`src/rtl/bcrypt_pkg.sv`:
```
// Shared constants and types for the bcrypt UART output path.
package bcrypt_pkg;

   localparam int unsigned BITS_PER_BYTE      = 8;
   localparam int unsigned WORD_BYTES_DEFAULT = 4;

   typedef enum logic [1:0] {
      StIdle,
      StStart,
      StData,
      StStop
   } uartTxState_t;

endpackage

```
`src/rtl/uart_word_tx_if.sv`:
```
// Word handshake between a word producer and the UART word transmitter.
interface uart_word_tx_if
   import bcrypt_pkg::*;
#(
   parameter int unsigned WORD_BYTES = WORD_BYTES_DEFAULT
) ();

   logic [BITS_PER_BYTE*WORD_BYTES-1:0] wordIn;
   logic                                wordValid;
   logic                                wordReady;

   modport master (
      output wordIn,
      output wordValid,
      input  wordReady
   );

   modport slave (
      input  wordIn,
      input  wordValid,
      output wordReady
   );

endinterface

```
`src/rtl/uart_baud_gen.sv`:
```
// Bit-period counter: counts 0..period-1 and flags the last cycle of each bit.
module uart_baud_gen #(
   parameter int unsigned PRESCALE_W = 16
) (
   input  logic                  clk,
   input  logic                  reset_l,
   input  logic                  clear,
   input  logic [PRESCALE_W-1:0] period,
   output logic                  tick
);

   logic [PRESCALE_W-1:0] cntQ, cntD;

   // period is never 0 here; the transmitter substitutes 1 when latching
   assign tick = (cntQ == period - PRESCALE_W'(1));

   always_comb begin
      cntD = cntQ + PRESCALE_W'(1);
      if (clear || tick) begin
         cntD = '0;
      end
   end

   always_ff @(posedge clk or negedge reset_l) begin
      if (!reset_l) begin
         cntQ <= '0;
      end else begin
         cntQ <= cntD;
      end
   end

endmodule

```
`src/rtl/uart_word_tx.sv`:
```
// Serialises multi-byte words onto an 8N1 UART line, MSB byte first, LSB bit first,
// with gapless back-to-back words.
module uart_word_tx
   import bcrypt_pkg::*;
#(
   parameter int unsigned WORD_BYTES = WORD_BYTES_DEFAULT,
   parameter int unsigned PRESCALE_W = 16
) (
   input  logic                  clk,
   input  logic                  reset_l,
   uart_word_tx_if.slave         wordIf,
   input  logic [PRESCALE_W-1:0] prescale,
   output logic                  tx,
   output logic                  busy
);

   localparam int unsigned WORD_W = BITS_PER_BYTE * WORD_BYTES;
   localparam int unsigned BYTE_W = (WORD_BYTES > 1) ? $clog2(WORD_BYTES) : 1;
   localparam logic [BYTE_W-1:0] LAST_BYTE = BYTE_W'(WORD_BYTES - 1);
   localparam logic [2:0]        LAST_BIT  = 3'(BITS_PER_BYTE - 1);

   uartTxState_t               stateQ, stateD;
   logic [2:0]                 bitQ, bitD;
   logic [BYTE_W-1:0]          byteQ, byteD;
   logic [WORD_W-1:0]          wordQ, wordD;
   logic [PRESCALE_W-1:0]      periodQ, periodD;
   logic                       txQ, txD;
   logic                       tick, accept, lastStop, baudClear;
   logic [BITS_PER_BYTE-1:0]   curByte;
   logic [2:0]                 nextBit;

   assign curByte  = wordQ[WORD_W-1 -: BITS_PER_BYTE];
   assign nextBit  = bitQ + 3'd1;
   assign lastStop = (stateQ == StStop) && tick && (byteQ == LAST_BYTE);

   // Gated by reset_l so the block never advertises readiness while held in reset
   assign wordIf.wordReady = reset_l && ((stateQ == StIdle) || lastStop);
   assign accept           = wordIf.wordValid && wordIf.wordReady;
   assign baudClear        = accept || (stateQ == StIdle);
   assign busy             = (stateQ != StIdle);
   assign tx               = txQ;

   uart_baud_gen #(
      .PRESCALE_W (PRESCALE_W)
   ) baudGen (
      .clk     (clk),
      .reset_l (reset_l),
      .clear   (baudClear),
      .period  (periodQ),
      .tick    (tick)
   );

   // tx is computed from the next state so the line is registered yet has no extra latency
   always_comb begin
      stateD  = stateQ;
      bitD    = bitQ;
      byteD   = byteQ;
      wordD   = wordQ;
      periodD = periodQ;
      txD     = txQ;
      case (stateQ)
         StIdle: begin
            txD = 1'b1;
         end
         StStart: begin
            if (tick) begin
               stateD = StData;
               bitD   = '0;
               txD    = curByte[0];
            end
         end
         StData: begin
            if (tick) begin
               if (bitQ == LAST_BIT) begin
                  stateD = StStop;
                  txD    = 1'b1;
               end else begin
                  bitD = nextBit;
                  txD  = curByte[nextBit];
               end
            end
         end
         StStop: begin
            if (tick) begin
               if (byteQ != LAST_BYTE) begin
                  stateD = StStart;
                  byteD  = byteQ + BYTE_W'(1);
                  wordD  = wordQ << BITS_PER_BYTE;
                  bitD   = '0;
                  txD    = 1'b0;
               end else begin
                  stateD = StIdle;
                  txD    = 1'b1;
               end
            end
         end
         default: begin
            stateD = StIdle;
            txD    = 1'b1;
         end
      endcase

      // Acceptance (from idle or the final stop cycle) starts a fresh word
      if (accept) begin
         stateD  = StStart;
         bitD    = '0;
         byteD   = '0;
         wordD   = wordIf.wordIn;
         periodD = (prescale == '0) ? PRESCALE_W'(1) : prescale;
         txD     = 1'b0;
      end
   end

   always_ff @(posedge clk or negedge reset_l) begin
      if (!reset_l) begin
         stateQ  <= StIdle;
         bitQ    <= '0;
         byteQ   <= '0;
         wordQ   <= '0;
         periodQ <= PRESCALE_W'(1);
         txQ     <= 1'b1;
      end else begin
         stateQ  <= stateD;
         bitQ    <= bitD;
         byteQ   <= byteD;
         wordQ   <= wordD;
         periodQ <= periodD;
         txQ     <= txD;
      end
   end

endmodule

```
`src/flat_wrapper.sv`:
```
// flat-port wrapper written by rule: the top's interface ports become plain ports
module uart_word_tx_flat import bcrypt_pkg::*;
#(
   parameter int unsigned WORD_BYTES = WORD_BYTES_DEFAULT,
   parameter int unsigned PRESCALE_W = 16
)
  (clk, reset_l, prescale, tx, busy, wordIf_wordIn, wordIf_wordValid, wordIf_wordReady);
  uart_word_tx_if #(.WORD_BYTES(WORD_BYTES)) wordIf_i ();
  input  logic clk;
  input  logic reset_l;
  input  logic [PRESCALE_W-1:0] prescale;
  output logic tx;
  output logic busy;
  input wire logic [$bits(wordIf_i.wordIn)-1:0] wordIf_wordIn;
  input wire logic [$bits(wordIf_i.wordValid)-1:0] wordIf_wordValid;
  output wire logic [$bits(wordIf_i.wordReady)-1:0] wordIf_wordReady;
  assign wordIf_i.wordIn = wordIf_wordIn;
  assign wordIf_i.wordValid = wordIf_wordValid;
  assign wordIf_wordReady = wordIf_i.wordReady;
  uart_word_tx #(.WORD_BYTES(WORD_BYTES), .PRESCALE_W(PRESCALE_W)) u_core (.clk(clk), .reset_l(reset_l), .wordIf(wordIf_i), .prescale(prescale), .tx(tx), .busy(busy));
endmodule
```
`config.mk`:
```
export PLATFORM = sky130hd
export DESIGN_NAME = uart_word_tx_flat
export DESIGN_NICKNAME = d
export VERILOG_FILES = /design/src/rtl/bcrypt_pkg.sv /design/src/rtl/uart_word_tx_if.sv /design/src/rtl/uart_baud_gen.sv /design/src/rtl/uart_word_tx.sv /design/src/flat_wrapper.sv
export SDC_FILE = /design/constraint.sdc
export NUM_CORES = 1
export LEC_CHECK = 0
export CAP_MARGIN = 30
export CORE_ASPECT_RATIO = 1.25
export CORE_MARGIN = 5
export CORE_UTILIZATION = 30
export CTS_BUF_LIST = sky130_fd_sc_hd__clkbuf_4
export DETAILED_ROUTE_END_ITERATION = 10
export PLACE_DENSITY = 0.49
export SYNTH_ARGS = -nofsm -noshare
export SYNTH_HDL_FRONTEND = slang
export SYNTH_SLANG_ARGS = --single-unit
```
`constraint.sdc`:
```
create_clock -name clk -period 3.65 [get_ports clk]
set_input_delay 0.365 -clock clk [delete_from_list [all_inputs] [get_ports clk]]
set_output_delay 0.365 -clock clk [all_outputs]
set_load 0.01 [all_outputs]
```
==> reports/summary.txt, run 1 <==
crit path DAT -> 3.11 ns
Cells after Synth -> 371
Critical Path Max Stage Delay -> 0.60 ns
Setup crit end kind -> output port
first-pass GRT wire length -> 17030 um
vias per cell -> 4.857
CTS tree -> yes
Yosys top cell area share -> 43.00%
fmax -> 287.5 MHz
delay-heaviest family, CP -> simple AND/OR/NAND/NOR gates
cell area power density -> 673.6 nW/um^2
Worst EP required -> 3.28 ns
Startpoint Class -> flop
post-route minimum period -> 3.479 ns
Reg2Reg Depth -> 12
Die W -> 114.2 um
count leader, synth -> dfrtp_1
final instance area -> 5127 sq um
Tcrit/Tclk final -> 95.31%
Max Cap Violations -> 0
PnR Total Power -> 0.003454 W
antenna cells -> 0
setup violators final -> 0
largest net degree at the start of global routing -> 49
final worst setup slack -> 0.1713 ns
Async SR Flop Fraction -> 100.0%
Least-Margin Pin Slew -> 0.6634 ns
Cells after DPL -> 597
Post-synth EDFFs -> 0
DRC Markers -> 0
P_leak -> 2.144 nW
final hold vios -> 0
H-tree depth -> 3
worst vdd rail ir drop -> 0.2719 mV
share of layout cells above drive strength 1 -> 17.49%
synth cell count leaders -> 70 x dfrtp_1, 40 x mux2_1, 28 x nor2_1, 23 x mux2_2, 21 x o21ai_0
antenna violations before repair -> 0
RD Place Congestion -> 0.8151
Hold Path Class -> primary input to flop
sequential element share of the synthesized area -> 44.29%
largest cells by area after synthesis -> dfrtp_1 43%, mux2_1 11%, mux2_2 6.4%, xnor2_1 3.9%, xor2_1 3.7%
total wire length -> 10320 um
Port Buffers -> 53
clock root buffer -> clkbuf_4
r2r startpoint -> u_core.periodQ[0]
number of global-route vias before repair -> 3249
R2R setup slack -> 0.27 ns
crit path capture -> wordIf_wordReady
Main synth FF type -> dfrtp_1
worst skew pair latency -> 0.45 ns
Ys Warns -> 0
Slew Viols, Final -> 0
Post-DP HPWL -> 7671 um
Avg WL per Cell -> 16.73 um
Ports -> 54
Synthesized Nets -> 431
Die Area -> 16020 sq um
Final ANT Viol Nets -> 0
Hold Slack -> 0.4632 ns
CP Max Fanout -> 5
Buf/Inv on CP -> 2
reg2reg end -> u_core.wordQ[14]
Total GRT Usage -> 13.58%
Vias -> 2997
Clock Path Buffers -> 2
drt pass-1 iters -> 4
critical path's slowest cell -> dfstp_2
top cell type by total area after synthesis -> dfrtp_1
CTS Buf Count -> 9
clock slew seen by the registers of the worst setup and hold paths -> 0.12 ns
fin cells -> 617
Sink Count -> 72
row count -> 47
pre-CTS setup slack -> 0.02528 ns
Synth Register Bits -> 72
core area -> 13290 sq um
Syn Area/Cell -> 10.98 sq um
Clock Skew -> 0.01060 ns
Setup Crit Path Kind -> flop to output port
DRT iter0 DRCs -> 162
critical path cell sequence -> inv_1 -> ha_2 -> or3_1 -> a31oi_4 -> nand3_1 -> or4_4 -> nor3_2 -> o21a_1 -> clkdlybuf4s15_1
Area Overhead vs Synth -> 25.86%
Mapped Area -> 4074 sq um
status -> finished, final reports clean
starting density of the core -> 30.65%
total grt overflow -> 0
post-place instance area -> 4891 sq um
max_slew headroom -> 55.61%
Worst path depth -> 9
Die Ht -> 140.3 um
Distinct cells, synth -> 52
fin nets -> 501
CP startpoint -> u_core.periodQ[0]
[layer usage]
metal	up-vias	global-route usage, %	routed length [um]
met4	0	4.565	208
met3	18	4.055	456
met5	-	0	0
met1	1446	16.54	4498
li1	1474	-	-
met2	59	22.79	5159
[through the flow]
step                  TNS, ns  utilization [%]
detailed placement          0            36.80
finish                      0            38.58
CTS                         0            38.26
global placement            0            36.80
floorplan                   0                -
global route        -0.005102            38.58
[how the worst min path moves through the flow]
stage / startpoint / endpoint / slack, ns / cells after the start
floorplan: reset_l / u_core.baudGen.cntQ[0] / 0.07 / 0
finish: wordIf_wordIn[5] / u_core.wordQ[5] / 0.46 / 3
global placement: reset_l / u_core.stateQ[0] / 0.50 / 2
CTS: wordIf_wordIn[5] / u_core.wordQ[5] / 0.43 / 3
global route: wordIf_wordIn[5] / u_core.wordQ[5] / 0.44 / 3
detailed placement: reset_l / u_core.wordQ[24] / 0.51 / 2
[worst min-delay path, stage by stage]
cell	delay [ns]
clkdlybuf4s50_1	0.39
o21ai_0	0.06
o21ai_0	0.07
[layout make-up]
class / instances / area [sq um]
Clock buffer: 9 / 67.56
Fill cell: 1361 / 8163
Timing Repair Buffer: 74 / 710.7
Sequential cell: 72 / 1807
Inverter: 11 / 41.29
Clock inverter: 7 / 62.56
Tap cell: 171 / 214.0
Multi-Input combinational cell: 273 / 2225
[registers in the layout, indices dropped and copies added (netlist names)]
signal,cells
u_core.baudGen.cntQ,16
u_core.bitQ,3
u_core.byteQ,2
u_core.periodQ,16
u_core.stateQ,2
u_core.tx,1
u_core.wordQ,32
[cell families after synthesis]
group                    after synthesis  share of synthesized area [%]
adder cells (fa/ha/maj)                9                          2.764
AO/OA/AOI/OAI                         52                          8.108
multiplexers                          67                          19.01
flip-flops                            72                          44.29
buffers and inverters                 26                          2.979
XOR/XNOR                              35                          7.524
AND/OR/NAND/NOR                      110                          15.33
[repair_timing]
action                                  in CTS  in global routing
gates resized for setup                      9                  7
pin swaps                                    1                  2
gates cloned                                 0                  0
hold buffers                                 1                  0
endpoints found under the setup margin       3                  1
setup buffers                                1                  2
hold endpoints to repair                     2                  0
[cell usage in the layout (no fill, tap or decap), types with 12 or more instances in the layout]
| master | Yosys | final |
|---|---|---|
| buf_4 | 0 | 18 |
| clkdlybuf4s50_1 | 0 | 51 |
| dfrtp_1 | 70 | 68 |
| mux2_1 | 40 | 40 |
| mux2_2 | 23 | 23 |
| nand2_1 | 12 | 12 |
| nand2b_1 | 12 | 12 |
| nand3_1 | 15 | 15 |
| nor2_1 | 28 | 28 |
| o21ai_0 | 21 | 21 |
| xnor2_1 | 18 | 17 |
| xor2_1 | 17 | 17 |
[power breakdown]
group	switching, W	leakage [nW]	internal (W)
Combinational	0.000706	1.18	0.000810
Clock	0.000297	0.0668	0.000201
Sequential	0.000308	0.897	0.00113
Power figures use the tool's default switching activity.
==> inputs of run 2 (changes only) <==
--- a/config.mk
+++ b/config.mk
@@ -6,7 +6,7 @@
 export NUM_CORES = 1
 export LEC_CHECK = 0
 export CAP_MARGIN = 30
-export CORE_ASPECT_RATIO = 1.25
+export CORE_ASPECT_RATIO = 0.7
 export CORE_MARGIN = 5
 export CORE_UTILIZATION = 30
 export CTS_BUF_LIST = sky130_fd_sc_hd__clkbuf_4
==> reports/summary.txt, run 2 (synthesis gave the netlist of run 1 again) <==
Sink Count -> 72 (unchanged)
PnR Total Power -> 0.003434 W (-0.57%)
post-route minimum period -> 3.444 ns (-0.03458 ns)
post-place instance area -> 4896 sq um (+0.10%)
setup violators final -> 0 (unchanged)
clock root buffer -> clkbuf_4
Startpoint Class -> flop
vias per cell -> 4.867 (+0.20%)
DRT iter0 DRCs -> 131 (-19%)
Die Area -> 16050 sq um (+0.14%)
Tcrit/Tclk final -> 94.36% (-0.95 points)
Clock Path Buffers -> 2 (unchanged)
Total GRT Usage -> 13.58% (about the same)
final worst setup slack -> 0.2058 ns (+0.03458 ns)
Clock Skew -> 0.02714 ns (+0.01654 ns)
power share of the clock group -> 14.8% (+0.4 points)
commonest cells after routing, fill and taps aside -> 66 x dfrtp_1, 51 x clkdlybuf4s50_1, 40 x mux2_1
final instance area -> 5119 sq um (-0.17%)
fin nets -> 501 (unchanged)
first-pass GRT wire length -> 16820 um (-1.2%)
Die Ht -> 107.5 um (-23%)
core area -> 13230 sq um (-0.49%)
status -> finished, final reports clean
Setup crit end kind -> output port
CP Max Fanout -> 4 (-1)
worst skew pair latency -> 0.47 ns (+0.02 ns)
CTS Buf Count -> 9 (unchanged)
number of global-route vias before repair -> 3073 (-5.4%)
total grt overflow -> 0 (unchanged)
Area Overhead vs Synth -> 25.64%
Ports -> 54 (unchanged)
Setup Crit Path Kind -> flop to output port
final hold vios -> 0 (unchanged)
antenna cells -> 0 (unchanged)
Largest regs -> u_core.wordQ x32, u_core.baudGen.cntQ x16, u_core.periodQ x16
Top reg by flops -> u_core.wordQ
Avg WL per Cell -> 16.40 um (-2.0%)
internal power -> 0.002078 W (-3.0%)
P_leak -> 2.141 nW (-0.12%)
Least-Margin Pin Slew -> 0.6103 ns (-0.05308 ns)
Max Cap Violations -> 0 (unchanged)
total wire length -> 10350 um (+0.27%)
starting density of the core -> 30.80% (+0.15 points)
fmax -> 290.3 MHz (+1.0%)
share of layout cells above drive strength 1 -> 18.16% (+0.67 points)
fin cells -> 631 (+2.3%)
worst vdd rail ir drop -> 0.1924 mV (-29%)
Post-DP HPWL -> 7727 um (+0.73%)
Port Buffers -> 53 (unchanged)
fill count -> 1326 (-2.6%)
setup tns final -> 0 ns (unchanged)
Sequential Power Share -> 41.2% (-0.5 points)
Sw Share -> 39.49% (+1.5 points)
crit path DAT -> 3.08 ns (-0.03 ns)
commonest non-fill, non-tap cell in the layout -> dfrtp_1
DRC Markers -> 0 (unchanged)
Die W -> 149.3 um (+31%)
clock slew seen by the registers of the worst setup and hold paths -> 0.16 ns (+0.04 ns)
Hold Path Class -> primary input to flop
Slew Viols, Final -> 0 (unchanged)
logic gate share of total power -> 44.0% (about the same)
Final ANT Viol Nets -> 0 (unchanged)
antenna violations before repair -> 0 (unchanged)
R2R setup slack -> 0.26 ns (about the same)
Psw -> 0.001356 W (+3.4%)
largest net degree at the start of global routing -> 43 (-12%)
RD Place Congestion -> 0.8073 (-0.96%)
pre-CTS setup slack -> 0.09996 ns (+0.07468 ns)
max reg flops -> 32 (unchanged)
CTS tree -> yes
H-tree depth -> 3 (unchanged)
row count -> 35 (-26%)
max_slew headroom -> 58.94% (+3.3 points)
drt pass-1 iters -> 4 (unchanged)
Vias -> 3071 (+2.5%)
Cells after DPL -> 609 (+2.0%)
Worst EP required -> 3.28 ns (about the same)
cell area power density -> 670.8 nW/um^2 (-0.40%)
RSZ-0062 raised after global routing -> no
[run 2: cell types whose count changed in the layout (fill, tap and decap cells not counted), sizes merged]
| cell | previous run | this run |
|---|---|---|
| inv | 11 | 18 |
| clkinv | 4 | 0 |
| clkbuf | 9 | 10 |
| clkinvlp | 2 | 0 |
| clkdlybuf4s15 | 1 | 0 |
| bufinv | 1 | 0 |
[run 2: power by group through the flow]
stage	sequential [W]	combinational, W	clock [W]
3_5_place_dp	0.00143	0.00142	0
5_1_grt	0.00146	0.00168	0.000565
6_report	0.00142	0.00151	0.000509
3_3_place_gp	0.00142	0.00138	0
2_1_floorplan	0.00134	0.00105	0
4_1_cts	0.00142	0.00149	0.000537
[run 2: worst paths after layout]
kind | startpoint | endpoint | depth (start not counted)
setup / recovery | u_core.periodQ[1] | wordIf_wordReady | 10
hold / removal | wordIf_wordIn[7] | u_core.wordQ[7] | 3
setup reg to reg | u_core.periodQ[1] | u_core.wordQ[11] | 11
hold reg to reg | u_core.bitQ[1] | u_core.bitQ[1] | 2
max in group asynchronous | reset_l | u_core.periodQ[6] | 4
min in group asynchronous | reset_l | u_core.wordQ[8] | 3
[run 2: layer usage]
metal / vias up / share of wire (%) / global-route usage (%) / routed length, um
li1: 1477 / - / - / -
met1: 1535 / 54 / 20.85 / 5604
met2: 53 / 41 / 18.65 / 4287
met3: 6 / 3.6 / 3.704 / 374
met4: 0 / 0.82 / 3.135 / 85
met5: - / 0 / 0 / 0
[run 2: final cells by class]
class / count / area, sq um / area share [%]
clock inverters: 7 / 66.31 / 1.296
flip-flops and latches: 72 / 1809 / 35.35
multi-input cells: 273 / 2195 / 42.87
clock buffers: 9 / 67.56 / 1.320
repair buffers: 74 / 708.2 / 13.84
inverters: 11 / 41.29 / 0.8066
well taps: 185 / 231.5 / 4.522
[run 2: per-stage QoR]
| step | hold slack, ns | utilization [%] |
|---|---|---|
| after floorplan | 0.06941 | - |
| after global placement | 0.4921 | 36.87 |
| after detailed placement | 0.4890 | 37.02 |
| after CTS | 0.4212 | 38.57 |
| after global routing | 0.4410 | 38.70 |
| final | 0.4485 | 38.70 |
[run 2: timing repair]
item,in CTS,in global routing
endpoints found under the setup margin,1,1
setup buffers,3,2
hold buffers,1,0
resized for setup,11,4
hold endpoints to repair,28,0
pin swaps,3,1
[run 2: critical path, stage by stage (launching register included)]
cell and delay, ns:
dfrtp_1 0.43, inv_1 0.10, ha_2 0.22, nor3b_4 0.23, nand4_1 0.13, xnor2_1 0.16
or3b_1 0.35, or4_4 0.58, nor3_2 0.17, o21a_1 0.14, clkbuf_2 0.13
